`config.mk`:
```
export PLATFORM = sky130hd
export DESIGN_NAME = uart_tx_arbiter
export DESIGN_NICKNAME = d
export VERILOG_FILES = /design/src/rtl/uart_tx_arbiter.sv
export SDC_FILE = /design/constraint.sdc
export NUM_CORES = 1
export LEC_CHECK = 0
export CORE_ASPECT_RATIO = 1.2
export CORE_MARGIN = 4
export CORE_UTILIZATION = 44
export CTS_BUF_LIST = sky130_fd_sc_hd__clkbuf_4 sky130_fd_sc_hd__clkbuf_8
export DETAILED_ROUTE_END_ITERATION = 7
export PLACE_DENSITY = 0.79
export SYNTH_ARGS = -nofsm -noshare
export SYNTH_HDL_FRONTEND = slang
export SYNTH_SLANG_ARGS = --single-unit
```
`constraint.sdc`:
```
create_clock -name clk -period 2.32 [get_ports clk]
set_input_delay 0.232 -clock clk [delete_from_list [all_inputs] [get_ports clk]]
set_output_delay 0.232 -clock clk [all_outputs]
set_load 0.1 [all_outputs]
```
`src/rtl/uart_tx_arbiter.sv`:
```
// Round-robin arbiter that shares one UART transmitter among NREQ byte producers,
// with optional burst lock per grant and a watchdog on the transmitter's done tick.
module uart_tx_arbiter #(
    parameter int NREQ        = 4,
    parameter int DBIT        = 8,
    parameter int MAX_BURST   = 4,
    parameter int TIMEOUT_CYC = 16384
) (
    input  logic                 clk,
    input  logic                 reset,
    input  logic [NREQ-1:0]      req_valid,
    input  logic [NREQ*DBIT-1:0] req_data,
    output logic [NREQ-1:0]      req_ack,
    output logic                 tx_start,
    output logic [DBIT-1:0]      t_data,
    input  logic                 tx_done,
    output logic [NREQ-1:0]      grant,
    output logic                 busy,
    output logic                 timeout,
    output logic [1:0]           dbg_state_o
);

    localparam int LW  = (NREQ > 1) ? $clog2(NREQ) : 1;
    localparam int WDW = (TIMEOUT_CYC > 0) ? $clog2(TIMEOUT_CYC + 1) : 1;
    localparam logic [WDW-1:0] WD_LAST   = WDW'((TIMEOUT_CYC > 0) ? TIMEOUT_CYC - 1 : 0);
    localparam logic [3:0]     BURST_MAX = 4'(MAX_BURST);

    // Handshake: a byte is taken from requester i on the edge that raises req_ack[i];
    // the requester must hold req_data slice i stable while req_valid[i] is high until then.
    typedef enum logic [1:0] {
        S_IDLE  = 2'd0,
        S_START = 2'd1,
        S_WAIT  = 2'd2
    } state_t;

    state_t          state_q, state_d;
    logic [NREQ-1:0] req_ack_q, req_ack_d;
    logic            tx_start_q, tx_start_d;
    logic [DBIT-1:0] t_data_q, t_data_d;
    logic [NREQ-1:0] grant_q, grant_d;
    logic            busy_q, busy_d;
    logic            timeout_q, timeout_d;
    logic [LW-1:0]   last_q, last_d;
    logic [LW-1:0]   owner_q, owner_d;
    logic [3:0]      burst_q, burst_d;
    logic [WDW-1:0]  wdog_q, wdog_d;

    logic            win_found;
    logic [LW-1:0]   win_idx;
    logic [LW-1:0]   scan_idx;
    logic [DBIT-1:0] win_data;
    logic [DBIT-1:0] own_data;

    // Scan starts just after the previous owner so every requester gets a turn.
    always_comb begin
        win_found = 1'b0;
        win_idx   = '0;
        scan_idx  = '0;
        for (int k = 1; k <= NREQ; k++) begin
            scan_idx = LW'((int'(last_q) + k) % NREQ);
            if (!win_found && req_valid[scan_idx]) begin
                win_found = 1'b1;
                win_idx   = scan_idx;
            end
        end
    end

    always_comb begin
        win_data = '0;
        own_data = '0;
        for (int i = 0; i < NREQ; i++) begin
            if (LW'(i) == win_idx) win_data = req_data[i*DBIT +: DBIT];
            if (LW'(i) == owner_q) own_data = req_data[i*DBIT +: DBIT];
        end
    end

    always_comb begin
        state_d    = state_q;
        req_ack_d  = '0;
        tx_start_d = 1'b0;
        t_data_d   = t_data_q;
        grant_d    = grant_q;
        timeout_d  = 1'b0;
        last_d     = last_q;
        owner_d    = owner_q;
        burst_d    = burst_q;
        wdog_d     = wdog_q;

        case (state_q)
            S_IDLE: begin
                if (win_found) begin
                    t_data_d          = win_data;
                    grant_d           = '0;
                    grant_d[win_idx]  = 1'b1;
                    req_ack_d[win_idx] = 1'b1;
                    tx_start_d        = 1'b1;
                    owner_d           = win_idx;
                    burst_d           = 4'd1;
                    state_d           = S_START;
                end
            end
            S_START: begin
                wdog_d  = '0;
                state_d = S_WAIT;
            end
            S_WAIT: begin
                if (wdog_q != {WDW{1'b1}}) wdog_d = wdog_q + 1'b1;
                if (tx_done) begin
                    if (req_valid[owner_q] && (burst_q < BURST_MAX)) begin
                        t_data_d           = own_data;
                        req_ack_d[owner_q] = 1'b1;
                        tx_start_d         = 1'b1;
                        burst_d            = burst_q + 4'd1;
                        state_d            = S_START;
                    end else begin
                        last_d  = owner_q;
                        grant_d = '0;
                        state_d = S_IDLE;
                    end
                end else if ((TIMEOUT_CYC != 0) && (wdog_q == WD_LAST)) begin
                    // The byte in flight is dropped; the owner must re-request.
                    timeout_d = 1'b1;
                    last_d    = owner_q;
                    grant_d   = '0;
                    state_d   = S_IDLE;
                end
            end
            default: begin
                grant_d = '0;
                state_d = S_IDLE;
            end
        endcase

        busy_d = (state_d != S_IDLE);
    end

    always_ff @(posedge clk or negedge reset) begin
        if (!reset) begin
            state_q    <= S_IDLE;
            req_ack_q  <= '0;
            tx_start_q <= 1'b0;
            t_data_q   <= '0;
            grant_q    <= '0;
            busy_q     <= 1'b0;
            timeout_q  <= 1'b0;
            last_q     <= LW'(NREQ - 1);
            owner_q    <= '0;
            burst_q    <= '0;
            wdog_q     <= '0;
        end else begin
            state_q    <= state_d;
            req_ack_q  <= req_ack_d;
            tx_start_q <= tx_start_d;
            t_data_q   <= t_data_d;
            grant_q    <= grant_d;
            busy_q     <= busy_d;
            timeout_q  <= timeout_d;
            last_q     <= last_d;
            owner_q    <= owner_d;
            burst_q    <= burst_d;
            wdog_q     <= wdog_d;
        end
    end

    assign req_ack     = req_ack_q;
    assign tx_start    = tx_start_q;
    assign t_data      = t_data_q;
    assign grant       = grant_q;
    assign busy        = busy_q;
    assign timeout     = timeout_q;
    assign dbg_state_o = state_q;

endmodule

```
Word level (Yosys, flattened, before mapping)
Index checks and enable logic that the tools add are counted.
Widths: inputs -> output; s select.
{ "classes": {"add_sub_neg": 6, "n_mul": 0, "div_mod_pow": 0, "order_cmp": 9, "n_eq_ne": 17, "shift": 0, "mux": 64, "bitwise_logic": 1, "reduce_logical": 21} }
{ "ops": {"columns": ["cell", "n"], "rows": [
  ["$mux 8", 11],
  ["$mux 4", 10],
  ["$pmux 15 s2", 1],
  ["$mux 2", 10],
  ["$lt 2x3->1 const B", 6],
  ["$mux 1", 18],
  ["$pmux 4 s2", 2],
  ["$pmux 8 s2", 1],
  ["$add 15x1->15 const B", 1],
  ["$eq 15x14->1 const B", 1],
  ["$mux 15", 1],
  ["$ne 15x15->1 const B", 1],
  ["$pmux 4 s3", 1],
  ["$bmux 1 s2", 5],
  ["$ne 2x2->1 const B", 5],
  ["$eq 2x2->1 const A", 4],
  ["$reduce_and 4->1", 2],
  ["$reduce_bool 2->1", 4],
  ["$logic_and 1x1->1", 6],
  ["$logic_not 2->1", 3],
  ["$ne 3x3->1 const B", 2],
  ["$pmux 2 s3", 1],
  ["$add 2x1->2 const B", 2],
  ["$add 2x2->2 const B", 2],
  ["12 further kinds", 18]
]} }
{ "word_totals": {"register_bits": 44, "latch_bits": 0, "ram_bits": 0, "mem_bits_ro": 0, "inputBits": 39, "elab_cells": 129, "n_memories": 0} }

Depth between registers and ports, before layout
{ "logic_depth": {"word_depth": 20, "depth_mapped": 9, "mapped_depth_nobuf": 6} }

Worst setup path before layout
No wires, ideal clock.
{ "synth_path": {"kind": "register to register", "startpoint": "register state_q[1], in the netlist dbg_state_o[1]", "endpoint": "register t_data_q[0], in the netlist t_data[0]", "setup_time_ns": 0.130, "arrival_ns": 2.211, "required_ns": 2.190, "setup_slack_ns": -0.021, "stages_incl_launch_ff": 9, "path_cell_list": "dfrtp_1 buf_2 inv_1 nor2_1 nand3_4 o22a_4 buf_12 o22ai_2 a31oi_1"} }
{ "synth_via": {"elab_chain_len": 3, "elab_cells_between_ends": 8, "cone_classes": "eq/ne: 4; mux: 1; reduce/logical: 3"} }
{ "synth_lines": {"columns": ["element", "line_no", "rtl"], "rows": [
  ["start, declared", "36", "state_t state_q, state_d;"],
  ["start signal, assigned", "151", "state_q <= state_d;"],
  ["$eq 2x2->1 or $logic_not 2->1 (tied branches)", "89", "case (state_q)"],
  ["$ne 2x2->1 (no line) or $reduce_bool 2->1 (tied branches)", null, null],
  ["$reduce_and 4->1 (no line)", null, null],
  ["end signal, assigned", "154", "t_data_q <= t_data_d;"],
  ["end, declared", "39", "logic [DBIT-1:0] t_data_q, t_data_d;"]
]} }
Parallel ways exist; a longest one is shown, timed or not.
A chain may end at the register's enable or synchronous reset.

Worst setup path in the final report
{ "layout_path": {"startpoint": "register wdog_q[4]", "endpoint": "register grant_q[2], in the netlist grant[2]"} }
{ "layout_via": {"elab_chain_len": 3} }
{ "layout_lines": {"columns": ["element", "line_no", "rtl"], "rows": [
  ["start, declared", "46", "logic [WDW-1:0] wdog_q, wdog_d;"],
  ["start signal, assigned", "161", "wdog_q <= wdog_d;"],
  ["$eq 15x14->1", "120", "end else if ((TIMEOUT_CYC != 0) && (wdog_q == WD_LAST)) begin"],
  ["$ne 3x3->1 (no line)", null, null],
  ["$reduce_and 4->1 (no line)", null, null],
  ["end signal, assigned", "155", "grant_q <= grant_d;"],
  ["end, declared", "40", "logic [NREQ-1:0] grant_q, grant_d;"]
]} }
Every way passes these cells.

==> impl_metrics.yaml <==
place:
  dp_cells: 361
  place.gp.congestion: 0.833
  portBuffers: 59
  hpwl_um: 4570
global_route:
  grt_first_pass_wirelength_um: 10500
  gr-total-overflow: 0
  grt_use_total: 0.183
  grt_pass1_vias: 2303
  antenna_found_initial: 0
  grt_max_degree: 22
synthesis:
  synth_area_sq_mm: 0.00254
  synth_area_leaders: "dfrtp_1, mux2_2, o221ai_1, o22ai_2, a31oi_1"
  synth-main-ff-cell: "dfrtp_1"
  postSynthCellCount: 241
  synth_top_family_by_area: "compound AO/OA/AOI/OAI gates"
  synthArstFlopShare: 1.00
  synth_edf_count: 0
  synth_top_area_frac: 0.413
  yosysSeqAreaShare: 0.434
  synth_cell_types: 53
  syn-num-nets: 282
  yosys.area.top_type: "dfrtp_1"
  synthMuxAreaShare: 0.0979
  synthSimpleGateAreaFrac: 0.155
  synthAdderAreaFrac: 0.00984
  synth.avg_cell_area_sq_um: 10.5
  synth-compound-area-share: 0.211
  yosysWarnings: 0
  synth_most_common_cell: "dfrtp_1"
  synth_xor_xnor_area_share: 0.0344
  ys_seq_elements: 44
  synth_commonest_cells: "dfrtp_1, nor2_1, mux2_2, o221ai_1, inv_1"
power_and_ir_drop:
  power.share.sequential: 0.250
  swShare: 0.515
  power_density_mw_per_mm2: 1450
  leakage_nw: 1.40
  irDropWorstVdd_mv: 1.00
  power.share.combinational: 0.603
  p_sw_mw: 2.46
  p_int_mw: 2.32
  pwr-share-clk: 0.147
finish:
  layout.nets: 346
  drive_gt1_frac: 0.252
  layout.cells.non_filler: 370
  diodes: 0
  area_delta_synth_final_pct: 29.6
cts:
  clk_pin_slew_ns: 0.08
  clock_path_buffers: 2
  cts_buffers: 5
  cts_htree_levels: 2
  root_buffer: "clkbuf_8"
  clk_latency_ns: 0.30
  cts_resized: 0
  cts_sinks: 44
  cts_tree: "done"
worst_hold_path:
  min_path_type: "in -> async"
critical_path:
  worstPathArrival_ns: 2.12
  cpPeakStageDelay_ns: 0.40
  required_ns: 2.50
  critPathMaxFanout: 5
  path_cells: "and3_1 > and4_1 > nand3_1 > a31oi_1 > o311a_1 > o22ai_1"
  cp-end-kind: "flip-flop"
  cp_slowest_cell: "dfrtp_1"
  worstSetupPathType: "reg -> reg"
  crit_path_start_kind: "flip-flop"
route:
  dr.pass1.iters: 4
  drc: 0
  drtIter0Drc: 163
  ant_nets: 0
  viasPerCell: 5.89
  wl_per_cell_um: 16.8
  vias: 2178
  wirelength_um: 6200
sta:
  hold_viol_final: 0
  setup_tns_ns: 0
  max_slew_margin: 0.674
  rsz0062_at_grt: "no"
  worst_slew_pin_slew_ns: 0.488
  setup_viol: 0
  slew_viol_final: 0
  fmax_mhz: 513
  finClkSkew_ns: 0.00637
  period_share: 0.840
  fin_crit_ns: 1.95
floorplanning:
  die_area_sq_mm: 0.00706
  num_rows: 30
  start_util: 0.452
  die_x_um: 77.4
  core_area_sq_mm: 0.00563
  ios: 60
  die_h_um: 91.3
flow_run:
  max_cap_viol_count: 0
status:
  status: "finished clean"
-- power by group through the flow --
stage	Sequential (mW)	Clock (mW)	Combinational [mW]
after detailed placement	1.21	0	2.88
final	1.20	0.704	2.88
after global routing	1.23	0.744	3.04
after CTS	1.20	0.711	2.88
after floorplan	2.24	0	1.22
after global placement	1.20	0	2.84
-- registers in the layout, indices dropped and copies added, names as in the netlist --
signal / cells
burst_q: 4
t_data: 8
tx_start: 1
wdog_q: 15
owner_q: 2
grant: 4
dbg_state_o: 2
last_q: 2
req_ack: 4
busy: 1
timeout: 1
-- worst max-delay path, delay by kind of cell (launching register included) --
family	cells	cell delay [ns]
AOI/OAI and AO/OA	3	0.68
DFF	1	0.40
and+or+nand+nor	3	0.74
-- final timing paths --
kind | start | slack [ns] | to | depth (start not counted)
max in group asynchronous | reset | 1.26 | last_q[0] | 3
min in group clk | burst_q[0] | 0.48 | burst_q[0] | 1
worst max register to register | wdog_q[4] | 0.37 | grant[2] | 6
worst max-delay path | wdog_q[4] | 0.37 | grant[2] | 6
worst min-delay path | reset | 0.43 | wdog_q[5] | 2
worst min register to register | burst_q[0] | 0.48 | burst_q[0] | 1
-- what timing repair did --
item,4_1_cts,5_1_grt
setup buffers,0,0
hold endpoints to repair,19,0
hold buffers,1,0
-- logic make-up (layout without fill, tap and decap cells) --
family,after synthesis,in the layout
AO/OA/AOI/OAI,69,69
AND/OR/NAND/NOR,67,67
flip-flops,44,44
buffers and inverters,28,93
multiplexers,21,21
XOR/XNOR,10,10
adder cells (fa/ha/maj),2,2
-- layout by cell type (no fill, tap or decap), types with 8 or more instances in the layout --
| cell | n |
|---|---|
| buf_4 | 33 |
| a21oi_1 | 9 |
| nand2_1 | 11 |
| nor2_1 | 19 |
| clkdlybuf4s50_1 | 37 |
| a31oi_1 | 12 |
| inv_1 | 13 |
| o221ai_1 | 16 |
| xor2_1 | 8 |
| o22ai_2 | 8 |
| mux2_2 | 18 |
| dfrtp_1 | 41 |
-- per-stage QoR --
step	setup slack [ns]	instance area [sq um]	utilization	hold slack, ns	power [mW]
after floorplan	0.111	2540	-	-0.0636	3.47
after global placement	0.133	3150	0.559	0.224	4.05
after detailed placement	0.109	3150	0.559	0.225	4.09
after CTS	0.341	3290	0.585	0.446	4.79
after global routing	0.232	3290	0.585	0.482	5.01
final	0.372	3290	0.585	0.425	4.78
-- area by class of cell --
class	instances	area [sq um]
well taps	64	80.1
inverters	13	48.8
clock buffers	6	76.3
repair buffers	72	633
multi-input cells	169	1290
clock inverters	2	60.1
flip-flops and latches	44	1100
fillers	466	2340
-- routing by layer --
layer	routed length (um)	global-route usage	vias to the layer above
met1	2630	0.224	1070
met2	3170	0.307	62
met3	314	0.0397	13
li1	-	-	1033
met5	0	0	-
met4	90	0.0831	0
No activity file was read; power rests on OpenSTA's default activity.
